==> src/rtl/ni_injector.sv <==
// Local-port packetizer: queues {dstX,dstY,len} requests and serialises each as header + 0..3 body flits.
// Optional NI_INJECTOR_SEQ_NUM_EN adds a 4-bit packet sequence number in header bits [4C+5:4C+2].
module ni_injector #(
  parameter int unsigned COORD_W = 2,
  parameter int unsigned POS_X   = 0,
  parameter int unsigned POS_Y   = 0,
  parameter int unsigned FLIT_W  = 32,
  parameter int unsigned DEPTH   = 4
) (
  input  logic               clk,
  input  logic               reset,
  input  logic               req_valid,
  output logic               req_ready,
  input  logic [COORD_W-1:0] req_dstX,
  input  logic [COORD_W-1:0] req_dstY,
  input  logic [1:0]         req_len,
  input  logic               body_valid,
  output logic               body_ready,
  input  logic [FLIT_W-1:0]  body_data,
  output logic               flit_valid,
  input  logic               flit_ready,
  output logic [FLIT_W-1:0]  flit_data,
  output logic               flit_head,
  output logic               flit_tail,
  output logic               err_self
);

  localparam int unsigned AW = $clog2(DEPTH);
  localparam int unsigned EW = 2*COORD_W + 2;
  localparam int unsigned C  = COORD_W;

  typedef enum logic [1:0] {IDLE, HEAD, BODY} state_t;

  logic [EW-1:0]      mem_q [DEPTH];
  logic [AW-1:0]      wr_ptr_q, rd_ptr_q;
  logic [AW:0]        count_q;
  logic               full, empty, push, pop;
  logic [COORD_W-1:0] q_dst_x, q_dst_y;
  logic [1:0]         q_len;
  logic               self_hit;

  state_t             state_q;
  logic [COORD_W-1:0] dst_x_q, dst_y_q;
  logic [1:0]         len_q;
  logic [1:0]         cnt_q;
  logic               err_self_q;
  logic [FLIT_W-1:0]  header;
`ifdef NI_INJECTOR_SEQ_NUM_EN
  logic [3:0]         seq_q;
`endif

  assign full      = (count_q == (AW+1)'(DEPTH));
  assign empty     = (count_q == '0);
  assign req_ready = !full;
  assign push      = req_valid && !full;
  assign {q_dst_x, q_dst_y, q_len} = mem_q[rd_ptr_q];
  assign self_hit  = (q_dst_x == COORD_W'(POS_X)) && (q_dst_y == COORD_W'(POS_Y));
  // The in-flight entry stays queued until its header transfers, so it occupies a slot.
  assign pop       = ((state_q == IDLE) && !empty && self_hit) ||
                     ((state_q == HEAD) && flit_ready);
  assign err_self  = err_self_q;

  always_ff @(posedge clk) begin
    if (push) mem_q[wr_ptr_q] <= {req_dstX, req_dstY, req_len};
  end

  always_ff @(posedge clk) begin
    if (reset) begin
      wr_ptr_q <= '0;
      rd_ptr_q <= '0;
      count_q  <= '0;
    end else begin
      if (push) wr_ptr_q <= wr_ptr_q + 1'b1;
      if (pop)  rd_ptr_q <= rd_ptr_q + 1'b1;
      case ({push, pop})
        2'b10:   count_q <= count_q + 1'b1;
        2'b01:   count_q <= count_q - 1'b1;
        default: count_q <= count_q;
      endcase
    end
  end

  always_ff @(posedge clk) begin
    if (reset) begin
      state_q    <= IDLE;
      dst_x_q    <= '0;
      dst_y_q    <= '0;
      len_q      <= '0;
      cnt_q      <= '0;
      err_self_q <= 1'b0;
`ifdef NI_INJECTOR_SEQ_NUM_EN
      seq_q      <= '0;
`endif
    end else begin
      err_self_q <= 1'b0;
      case (state_q)
        IDLE: begin
          if (!empty) begin
            if (self_hit) begin
              err_self_q <= 1'b1;
            end else begin
              dst_x_q <= q_dst_x;
              dst_y_q <= q_dst_y;
              len_q   <= q_len;
              state_q <= HEAD;
            end
          end
        end
        HEAD: begin
          if (flit_ready) begin
            cnt_q   <= len_q;
            state_q <= (len_q == 2'd0) ? IDLE : BODY;
`ifdef NI_INJECTOR_SEQ_NUM_EN
            seq_q   <= seq_q + 4'd1;
`endif
          end
        end
        BODY: begin
          if (body_valid && flit_ready) begin
            cnt_q <= cnt_q - 2'd1;
            if (cnt_q == 2'd1) state_q <= IDLE;
          end
        end
        default: state_q <= IDLE;
      endcase
    end
  end

  always_comb begin
    header = '0;
    header[C-1:0]     = dst_x_q;
    header[2*C-1:C]   = dst_y_q;
    header[3*C-1:2*C] = COORD_W'(POS_X);
    header[4*C-1:3*C] = COORD_W'(POS_Y);
    header[4*C+1:4*C] = len_q;
`ifdef NI_INJECTOR_SEQ_NUM_EN
    header[4*C+5:4*C+2] = seq_q;
`endif
  end

  always_comb begin
    flit_valid = 1'b0;
    flit_data  = '0;
    flit_head  = 1'b0;
    flit_tail  = 1'b0;
    body_ready = 1'b0;
    case (state_q)
      HEAD: begin
        flit_valid = 1'b1;
        flit_data  = header;
        flit_head  = 1'b1;
        flit_tail  = (len_q == 2'd0);
      end
      BODY: begin
        flit_valid = body_valid;
        flit_data  = body_data;
        flit_tail  = (cnt_q == 2'd1);
        body_ready = body_valid && flit_ready;
      end
      default: ;
    endcase
  end

endmodule

==> config.mk <==
export PLATFORM = sky130hd
export DESIGN_NAME = ni_injector
export DESIGN_NICKNAME = d
export VERILOG_FILES = /design/src/rtl/ni_injector.sv
export SDC_FILE = /design/constraint.sdc
export NUM_CORES = 1
export LEC_CHECK = 0
export CAP_MARGIN = 20
export CELL_PAD_IN_SITES_DETAIL_PLACEMENT = 1
export CELL_PAD_IN_SITES_GLOBAL_PLACEMENT = 1
export CORE_MARGIN = 2
export CORE_UTILIZATION = 38
export CTS_BUF_LIST = sky130_fd_sc_hd__clkbuf_4
export CTS_CLUSTER_DIAMETER = 50
export DETAILED_ROUTE_END_ITERATION = 8
export HOLD_SLACK_MARGIN = 0.08
export MAX_ROUTING_LAYER = met4
export PLACE_DENSITY = 0.89
export SYNTH_ARGS = -nofsm -noshare
export SYNTH_HDL_FRONTEND = slang
export SYNTH_SLANG_ARGS = --single-unit
==> constraint.sdc <==
create_clock -name clk -period 4.2 [get_ports clk]
set_input_delay 0.63 -clock clk [delete_from_list [all_inputs] [get_ports clk]]
set_output_delay 0.63 -clock clk [all_outputs]
set_load 0.02 [all_outputs]
* Word level (Yosys, flattened, before mapping)
Memories as Yosys holds them, arrays and structs flattened. A register that Yosys moved wholly into a read port is not among the register bits.
Cells that the tools add are included.
** Storage, ports and cells
- Bits in registers :: 18
- Latch bits :: 0
- Memory bits (writable) :: 24
- Bits in read-only memories :: 0
- Bits of input ports :: 43
- Logic and storage cells :: 70
- Memories kept :: 1
** Operators by class
- Add/sub/neg operators :: 5
- $mul :: 0
- Divide/modulo/power cells :: 0
- $lt $le $gt $ge :: 0
- Equality and inequality tests :: 11
- Shift-type cells :: 0
- Multiplexer cells :: 21
- Bitwise logic cells :: 3
- Reductions and logical operators :: 20
** Memory list
- mem_q :: words 4, bits a word 6, rd ports 1, clocked after Yosys merged registers in 1, write ports 1, RTL line 34 : logic [EW-1:0] mem_q [DEPTH];
** Operators by type and width (count)
- 32-bit case mux with 2 select lines :: 1
- 2-bit 2-to-1 mux :: 10
- 2-bit != test (second input constant) :: 5
- 2-bit logical NOT :: 4
- 2-bit by 1-bit == test with 1-bit output (second input constant) :: 3
- 1-bit logical AND :: 6
- 2-bit case mux with 3 select lines :: 1
- 3-bit case mux with 2 select lines :: 1
- 3-bit AND reduction :: 2
- 1-bit 2-to-1 mux :: 5
- 5-bit AND reduction :: 1
- 2-bit by 1-bit adder with 2-bit output (second input constant) :: 2
- 2-bit == test (second input constant) :: 2
- 1-bit case mux with 2 select lines :: 2
- 2-bit case mux with 2 select lines :: 1
- 2-bit nonzero test :: 2
- 3-bit by 1-bit adder with 3-bit output (second input constant) :: 1
- 3-bit == test (second input constant) :: 1
- 3-bit logical NOT :: 1
- 1-bit inverter :: 3
- 3-bit OR reduction :: 1
- 3-bit by 1-bit subtractor with 3-bit output (second input constant) :: 1
- 1-bit logical NOT :: 2
- 2-bit by 1-bit subtractor with 2-bit output (second input constant) :: 1
- 1-bit logical OR :: 1

* Longest topological paths before layout
- Word-level depth :: 7
- Gate-level depth with buffers :: 11
- Gate-level depth less buffers :: 11

* Worst setup path after synthesis
Ideal clock, no wire load.
- Path type :: register to register
- From :: reg (tool-made name)
- To :: reg count_q[2]
- Setup time :: 0.070 ns
- Arrival time :: 2.678 ns
- Setup slack :: 1.452 ns
- Stages on the path, launching flop included :: 12
- Path buffers :: 1
- Path through :: dfxtp_1 -> buf_6 -> mux4_2 -> nor4_4 -> nand2_1 -> nand2_1 -> ha_1 -> inv_1 -> fa_1 -> xor2_1 -> or3_1 -> a21oi_1
** RTL lines
- end signal, assigned :: RTL line 76 : 2'b10: count_q <= count_q + 1'b1;
- end signal, assigned :: RTL line 77 : 2'b01: count_q <= count_q - 1'b1;
- end signal, assigned :: RTL line 78 : default: count_q <= count_q;
- end, declared :: RTL line 36 : logic [AW:0] count_q;

* Worst setup path after layout
- From :: reg state_q[1]
- To :: out flit_data[6]
** On the way
- Word-level cells in the longest chain between the ends :: 2
- Elaborated cells on any way between the ends :: 3
- Those cells by class :: eq/ne: 2; mux: 1
** Ends and longest elaborated chain
- start, declared :: RTL line 42 : state_t state_q;
- start signal, assigned :: RTL line 112 : state_q <= (len_q == 2'd0) ? IDLE : BODY;
- 2-bit == test / 2-bit by 1-bit == test with 1-bit output (equally long branches) :: RTL line 147 : case (state_q)
- 32-bit case mux with 2 select lines * :: RTL line 147
- end, declared :: RTL line 22 : output logic [FLIT_W-1:0] flit_data,
Every way passes the cells marked *; elsewhere a longest branch is shown, timed or not.

==> impl_metrics.env <==
export IMPL_setup_viol=0
export IMPL_synthCells=203
export IMPL_timing_final_max_slew_violations=0
export IMPL_hold_buffers=0
export IMPL_async_reset_ff_share_pct=0
export IMPL_setup_tns_ns=0
export IMPL_cts_tree="built"
export IMPL_syn_cell_area_mm2=0.00228
export IMPL_outcome="complete, no violations"
export IMPL_route_vias_total=1866
export IMPL_fin_crit_sh_pct=76.0
export IMPL_drive_gt1_share_pct=5.71
export IMPL_hold_path_depth=2
export IMPL_min_to="dst_x_q[1]$_SDFFE_PP0P_"
export IMPL_synth_edf_count=24
export IMPL_clock_sinks=44
export IMPL_antenna_left=0
export IMPL_worst_slew_pin_slew_ns=0.804
export IMPL_rsz0062_at_grt="no"
export IMPL_r2r_end="count_q[2]$_SDFFE_PP0P_"
export IMPL_fin_area_mm2=0.00323
export IMPL_core_mm2=0.00585
export IMPL_portBuffers=80
export IMPL_grt_pass1_vias=1915
export IMPL_maxCapViolCount=0
export IMPL_dpl_hpwl_um=4760
export IMPL_postCtsSetupRepairBufs=0
export IMPL_die_y_um=81.5
export IMPL_cts_buffer_depth=2
export IMPL_p_per_area_mw_per_mm2=463
export IMPL_cp_max_fo=37
export IMPL_skew_ns=0.00956
export IMPL_r2r_slack_ns=1.11
export IMPL_numCtsBuffers=5
export IMPL_die_area_mm2=0.00664
export IMPL_drt_initial_drc_count=36
export IMPL_cts_resized=0
export IMPL_min_delay_start="dst_x_q[1]$_SDFFE_PP0P_"
export IMPL_num_fill_cells=645
export IMPL_wirelength_um=6090
export IMPL_drt_wirelength_per_cell_um=17.2
export IMPL_start_kind="flip-flop"
export IMPL_grt_max_degree=42
export IMPL_drc=0
export IMPL_synth_flop_cell="edfxtp_1"
export IMPL_final_common_cell="clkdlybuf4s50_1"
export IMPL_total_leakage_power_nw=1.24
export IMPL_pin_count=81
export IMPL_avgViaCountPerCell=5.26
export IMPL_start_util_pct=39.0
export IMPL_vdd_drop_max_v=0.000257
export IMPL_fmax_mhz=313
export IMPL_worstSetupPathType="reg2out"
export IMPL_insertion_delay_ns=0.36
export IMPL_ys_types=40
export IMPL_antennaDiodeCount=0
export IMPL_worstPathRequired_ns=3.57
export IMPL_seq_area_frac_synth_pct=49.1
export IMPL_total_power_w=0.00150
export IMPL_timing_slew_headroom_pct=46.4
export IMPL_nNetsFinal=332
export IMPL_dieWidth_um=81.5
export IMPL_ys_warn_count=0
export IMPL_overflow=0
export IMPL_cts_root_buffer="clkbuf_4"
export IMPL_syn_avg_cell_area_um2=11.2
export IMPL_worst_r2r_cell_count=10
export IMPL_antenna_found_initial=0
export IMPL_finalCriticalPeriod_ns=3.19
export IMPL_layout_common_cells="clkdlybuf4s50_1, and3_1, edfxtp_1"
export IMPL_fin_cells=355
export IMPL_rows=28
export IMPL_end_kind="primary output"
export IMPL_critPathArrivalTime_ns=2.56
export IMPL_htree_levels=2
export IMPL_syn_nets=256
export IMPL_grt_usage_pct=19.9
export IMPL_hold_violations=0
export IMPL_drt_pass1_iterations=4
export IMPL_fin_util_pct=55.3
export IMPL_grt_pass1_wl_um=9580
export IMPL_synth_seq_cells=44
export IMPL_gp_congestion=0.733
export IMPL_area_delta_synth_final_pct=41.7
export IMPL_postPlaceCellArea_mm2=0.00312
export IMPL_cts_clk_slew_worst_paths_ns=0.14
export IMPL_hold_class="reg2reg"
export IMPL_dp_cells=346
[cells by family (layout without fill, tap and decap cells)]
kind of cell	after synthesis	count (layout)	synth area share [%]
DFF	44	44	49.1
muxes	12	12	9.05
buffers and inverters	22	99	3.95
AOI/OAI and AO/OA	33	33	10.9
adders and majority gates	10	10	5.81
and+or+nand+nor	79	79	20.1
xor gates and xnor gates	3	3	1.15
[worst max-delay path by stage]
stage / slack [ns] / end / cells past startpoint / from
global route: 0.82 / flit_data[6] / 4 / state_q[1]$_SDFFE_PP0P_
finish: 1.01 / flit_data[6] / 4 / state_q[1]$_SDFFE_PP0P_
floorplan: 1.45 / count_q[2]$_SDFFE_PP0P_ / 11 / flip-flop
detailed placement: 1.09 / count_q[2]$_SDFFE_PP0P_ / 10 / flip-flop
CTS: 0.87 / flit_tail / 5 / state_q[0]$_SDFFE_PP0P_
global placement: 1.22 / count_q[2]$_SDFFE_PP0P_ / 10 / flip-flop
[power by group]
group          internal [W]  switching, W  total [W]  leakage [nW]
logic              0.000276      0.000327   0.000603         0.808
clock network      0.000127      0.000141   0.000268        0.0454
registers          0.000546     0.0000810   0.000627         0.385
[cell usage after synthesis, types with 3 or more instances]
cell / n / area [um^2]
a21oi_1: 10 / 50.1
a22oi_1: 8 / 60.1
and3_1: 33 / 206
clkbuf_1: 11 / 41.3
dfxtp_1: 20 / 400
edfxtp_1: 24 / 721
ha_1: 9 / 113
inv_1: 10 / 37.5
mux2i_1: 6 / 60.1
mux4_1: 3 / 78.8
mux4_2: 3 / 67.6
nand2_1: 14 / 52.6
nor2_1: 10 / 37.5
nor2b_1: 8 / 50.1
[final cells by class]
class	count	area (um^2)	area share (%)
clock buffers	5	37.5	1.16
clock inverters	3	47.5	1.47
inverters	10	37.5	1.16
multi-input cells	137	1070	33.1
flip-flops and latches	44	1120	34.7
well taps	75	93.8	2.90
repair buffers	81	826	25.5
[worst max-delay path, stage by stage, from the launching register on]
cell and delay, ns:
dfxtp_1 0.38, inv_1 0.07, ha_1 0.81, and3_1 0.32
clkdlybuf4s50_1 0.62
[registers in the layout (all words and copies together) (netlist names), 2 cells and up, named ones only]
signal and flops:
mem_q 24, dst_y_q 2, len_q 2, cnt_q 2, dst_x_q 2, wr_ptr_q 2, rd_ptr_q 2, count_q 3
state_q 2
[metrics by stage]
| stage | hold slack (ns) | setup slack (ns) |
|---|---|---|
| after CTS | 0.472 | 0.867 |
| after floorplan | 0.436 | 1.45 |
| after detailed placement | 0.453 | 1.09 |
| final | 0.470 | 1.01 |
| after global placement | 0.447 | 1.22 |
| after global routing | 0.507 | 0.817 |
[per-layer routing]
metal	track usage, %	up-vias	share of wire (%)
li1	-	902	-
met2	36.8	76	52
met1	20.4	883	36
met5	-	-	0
met3	5.82	5	10
met4	5.42	0	0.76
(Power assumes the default switching activity.)
